$ cat src/rtl/md_issue_ctrl.sv
// EX-stage issue controller for the HI/LO multiply/divide unit: registers operands,
// launches one op at a time and stalls later HI/LO-class instructions until results commit.
module md_issue_ctrl #(
  parameter int TIMEOUT = 15
) (
  input  logic        clk,
  input  logic        reset,
  input  logic        ex_valid,
  input  logic [3:0]  ex_md_op,
  input  logic [31:0] ex_rs,
  input  logic [31:0] ex_rt,
  input  logic        md_busy,
  output logic        md_start,
  output logic [3:0]  md_op,
  output logic [31:0] md_a,
  output logic [31:0] md_b,
  output logic        stall,
  output logic        md_err
);

  localparam int CW = $clog2(TIMEOUT + 1);

  localparam logic [1:0] S_IDLE   = 2'd0;
  localparam logic [1:0] S_LAUNCH = 2'd1;
  localparam logic [1:0] S_WAIT   = 2'd2;

  localparam logic [3:0] OP_NEUTRAL = 4'b1111;

  logic [1:0]    state_q, state_d;
  logic [CW-1:0] cnt_q, cnt_d;
  logic          md_start_q, md_start_d;
  logic [3:0]    md_op_q, md_op_d;
  logic [31:0]   md_a_q, md_a_d;
  logic [31:0]   md_b_q, md_b_d;
  logic          md_err_q, md_err_d;

  logic ex_arith, ex_move, ex_read, ex_md_class;
  logic lau_move, lau_div_zero;

  always_comb begin
    ex_arith    = (ex_md_op[3:2] == 2'b00) || (ex_md_op == 4'b1000);
    ex_move     = (ex_md_op == 4'b0100) || (ex_md_op == 4'b0101);
    ex_read     = (ex_md_op == 4'b0110) || (ex_md_op == 4'b0111);
    ex_md_class = ex_arith || ex_move || ex_read;
    // The launched op is still visible in md_op_q during LAUNCH.
    lau_move     = (md_op_q == 4'b0100) || (md_op_q == 4'b0101);
    lau_div_zero = ((md_op_q == 4'b0010) || (md_op_q == 4'b0011)) && (md_b_q == 32'd0);
  end

  always_comb begin
    state_d    = state_q;
    cnt_d      = cnt_q;
    md_start_d = md_start_q;
    md_op_d    = md_op_q;
    md_a_d     = md_a_q;
    md_b_d     = md_b_q;
    md_err_d   = md_err_q;
    case (state_q)
      S_IDLE: begin
        if (ex_valid && ex_arith) begin
          md_a_d     = ex_rs;
          md_b_d     = ex_rt;
          md_op_d    = ex_md_op;
          md_start_d = 1'b1;
          state_d    = S_LAUNCH;
        end else if (ex_valid && ex_move) begin
          md_a_d     = ex_rs;
          md_op_d    = ex_md_op;
          md_start_d = 1'b0;
          state_d    = S_LAUNCH;
        end
      end
      S_LAUNCH: begin
        md_start_d = 1'b0;
        md_op_d    = OP_NEUTRAL;
        if (lau_move || lau_div_zero) begin
          state_d = S_IDLE;
        end else begin
          state_d = S_WAIT;
          cnt_d   = '0;
        end
      end
      S_WAIT: begin
        if (!md_busy) begin
          state_d = S_IDLE;
        end else if (cnt_q == CW'(TIMEOUT - 1)) begin
          md_err_d = 1'b1;
          state_d  = S_IDLE;
        end else begin
          cnt_d = cnt_q + CW'(1);
        end
      end
      default: begin
        state_d    = S_IDLE;
        md_start_d = 1'b0;
        md_op_d    = OP_NEUTRAL;
      end
    endcase
  end

  always_ff @(posedge clk) begin
    if (reset) begin
      state_q    <= S_IDLE;
      cnt_q      <= '0;
      md_start_q <= 1'b0;
      md_op_q    <= OP_NEUTRAL;
      md_a_q     <= 32'd0;
      md_b_q     <= 32'd0;
      md_err_q   <= 1'b0;
    end else begin
      state_q    <= state_d;
      cnt_q      <= cnt_d;
      md_start_q <= md_start_d;
      md_op_q    <= md_op_d;
      md_a_q     <= md_a_d;
      md_b_q     <= md_b_d;
      md_err_q   <= md_err_d;
    end
  end

  assign md_start = md_start_q;
  assign md_op    = md_op_q;
  assign md_a     = md_a_q;
  assign md_b     = md_b_q;
  assign md_err   = md_err_q;
  assign stall    = ex_valid && ex_md_class && (state_q != S_IDLE);

endmodule
$ cat config.mk
export PLATFORM = sky130hd
export DESIGN_NAME = md_issue_ctrl
export DESIGN_NICKNAME = d
export VERILOG_FILES = /design/src/rtl/md_issue_ctrl.sv
export SDC_FILE = /design/constraint.sdc
export NUM_CORES = 1
export LEC_CHECK = 0
export ABC_AREA = 0
export CAP_MARGIN = 10
export CORE_MARGIN = 2
export CORE_UTILIZATION = 35
export DETAILED_ROUTE_END_ITERATION = 7
export PLACE_DENSITY = 0.71
export SETUP_SLACK_MARGIN = 0.4
export SKIP_LAST_GASP = 1
export SLEW_MARGIN = 25
export SYNTH_ARGS = -nofsm -noshare
export SYNTH_HDL_FRONTEND = slang
export SYNTH_SLANG_ARGS = --single-unit
$ cat constraint.sdc
create_clock -name clk -period 1.8 [get_ports clk]
set_input_delay 0.36 -clock clk [delete_from_list [all_inputs] [get_ports clk]]
set_output_delay 0.36 -clock clk [all_outputs]
set_load 0.02 [all_outputs]
==> impl_metrics.yaml <==
synth:
  yosysTopAreaCellShare: 0.528
  synth_compound_area_frac: 0.114
  syn_area_sq_um: 2880
  synth_top_area_cell: "dfxtp_1"
  synth_top_family_by_area: "simple AND/OR/NAND/NOR gates"
  synth-simple-area-share: 0.198
  synthCells: 319
  ys_seq_area_frac: 0.528
  syn_avg_cell_area_sq_um: 9.04
  synth_top_cells_by_area: "dfxtp_1 53%, mux2i_1 11%, nand2_1 8.5%, a21oi_1 6.3%, nor2_1 4.9%"
  synthAdderAreaFrac: 0.00868
  synth_xor_xnor_area_share: 0
  synth-seq-cells: 76
  ys_types: 35
  synth_edf_count: 0
  synth_nets: 393
  synthArstFlopShare: 0
  synth.mux.area_fraction: 0.118
  ys.flop_type: "dfxtp_1"
  yosysWarnings: 0
layout:
  syn_to_final_growth_pct: 76.4
  final_common_cell: "clkdlybuf4s50_1"
  nets: 558
  layout_common_cells: "65 x clkdlybuf4s50_1, 64 x dfxtp_1, 41 x nand2_1"
  stdcell_area_sq_um: 5090
  n_antenna_cell: 0
  drive_gt1_frac: 0.359
worst_hold_path:
  holdCritPathClass: "input pin to flip-flop"
  min_from: "ex_md_op[0]"
  holdPathStages: 3
routing:
  viasPerCell: 4.87
  wl_mm: 9.16
  post_drt_wl_per_cell_microns: 15.4
  drt_iter0_drc: 71
  drtAntennaViolNets: 0
  routed-via-count: 2890
  drc: 0
  dr.pass1.iters: 4
clock_tree:
  root_buffer: "clkbuf_8"
  clk_path_buf_depth: 2
  clkSinkCount: 76
  cts_tree: "done"
  clk_pin_slew_worst_paths_ns: 0.09
  clk_latency_ns: 0.34
  h-tree-depth: 3
  cts_buffers: 9
floorplan:
  initial_utilization: 0.356
  die_y_microns: 94.8
  fp.coreArea_sq_um: 8090
  die-area_sq_um: 8980
  die_w_microns: 94.8
  row_count: 33
  io_pins: 143
pwr:
  clkPwrFrac: 0.335
  power.share.sequential: 0.463
  p_int_mw: 2.85
  power.leakage_nw: 2.28
  power_density_nw_per_um2: 765
  p_comb_frac: 0.202
  max-vdd-ir-drop_v: 0.000473
  p_sw_mw: 1.04
  sw_frac_of_total: 0.269
setup_path:
  required_ns: 2.05
  rr_startpoint: "md_b[28]"
  critical_path_class: "flip-flop to flip-flop"
  arrival_ns: 1.87
  critPathLaunch: "md_b[28]"
  crit_path_start_kind: "flip-flop"
  critical_path.max_fanout: 4
  endpoint_kind: "flip-flop"
  reg2reg_depth: 4
global_route:
  grtUsageMet1: 0.231
  grt_overflow_total: 0
  groute.usage.overall: 0.185
  grt_pass1_wl_mm: 13.1
  antenna_found_initial: 0
  grt_use_met3: 0.0511
  grt_pass1_vias: 2714
  top_usage_layer: "met2"
  grt_use_met2: 0.301
  grt_start_max_net_pins: 42
sta:
  fin_setup_tns_ns: 0
  skew_ns: 0.0117
  setup_viol: 0
  rsz0062_at_grt: "true"
  slew_headroom: 0.656
  slew_violations: 0
  period_needed_ns: 1.62
  min_period_over_period: 0.901
  tightestPinTransition_ns: 0.516
  fmax_ghz: 0.617
  finalHoldViolations: 0
placement:
  dpl.hpwl_mm: 6.00
  place_congestion: 0.862
  postPlaceCellArea_sq_um: 4520
  io_buffers: 142
outcome:
  status: "completed"
job:
  cap_violations: 0
## final cells by class
cell class	count	area, sq um
Timing Repair Buffer	173	1650
Clock inverter	5	61.3
Tap cell	105	131
Sequential cell	76	1540
Multi-Input combinational cell	220	1550
Inverter	4	15.0
Fill cell	684	3010
Clock buffer	10	138
## timing repair
action                                 in CTS  in global routing
buffers inserted                            5                  3
endpoints found under the hold margin       0                  0
setup endpoints to repair                 146                124
pin swaps                                   9                 38
gates cloned                                1                  7
hold buffers                                0                  0
resized for setup                         148                154
## worst paths after layout
| kind | end | slack [ns] |
|---|---|---|
| setup / recovery | cnt_q[0] | 0.18 |
| hold / removal | md_op[0] | 0.41 |
| setup reg to reg | cnt_q[0] | 0.18 |
| hold reg to reg | md_b[5] | 0.48 |
## power groups by stage
stage	Clock [mW]	Combinational, mW	Sequential (mW)
after floorplan	0	0.221	1.93
after global placement	0	0.678	1.84
after detailed placement	0	0.687	1.84
after CTS	1.34	0.679	1.80
after global routing	1.43	0.836	1.81
final	1.30	0.786	1.80
## sequential cells by signal, indices dropped and copies added, names as in the netlist
signal and count:
cnt_q 4, md_a 32, md_b 32, md_err 1, md_op 4, md_start 1
state_q 2
## synthesized netlist by cell type (2+ instances only)
library cell / count
o21ai_0: 4
a21oi_1: 36
a311oi_1: 2
nor2_1: 38
buf_2: 7
o32a_1: 2
inv_1: 4
nand4_1: 2
ha_1: 2
clkbuf_1: 12
a21o_1: 2
nand2_1: 65
and3_1: 3
dfxtp_1: 76
nor2b_1: 2
and4_1: 2
nand3_1: 2
nor3_1: 3
nor4_1: 6
a31oi_1: 2
mux2i_1: 33
## cell families after synthesis
kind of cell	Yosys count
muxes	34
AOI/OAI and AO/OA	54
and+or+nand+nor	130
buffers and inverters	23
DFF	76
adders and majority gates	2
## stage by stage
| stage | utilization | cells | setup slack, ns | power (mW) | hold WS (ns) |
|---|---|---|---|---|---|
| after floorplan | - | 319 | 0.252 | 2.15 | 0.482 |
| after global placement | 0.559 | 562 | -0.510 | 2.52 | 0.452 |
| after detailed placement | 0.559 | 562 | -0.531 | 2.53 | 0.455 |
| after CTS | 0.593 | 583 | 0.184 | 3.82 | 0.445 |
| after global routing | 0.628 | 593 | 0.0944 | 4.08 | 0.431 |
| final | 0.628 | 593 | 0.179 | 3.89 | 0.414 |
## worst max-delay path, stage by stage (launching register included)
cell and delay [ns]:
dfxtp_2 0.33, or4b_4 0.53, a211oi_4 0.25, nand3_2 0.15
a311oi_2 0.27
## metal layers
| layer | up-vias | share of wire |
|---|---|---|
| met2 | 73 | 0.51 |
| met3 | 11 | 0.051 |
| li1 | 1429 | - |
| met4 | 0 | 0.017 |
| met5 | - | 0 |
| met1 | 1377 | 0.42 |
Power figures use the tool's default switching activity.
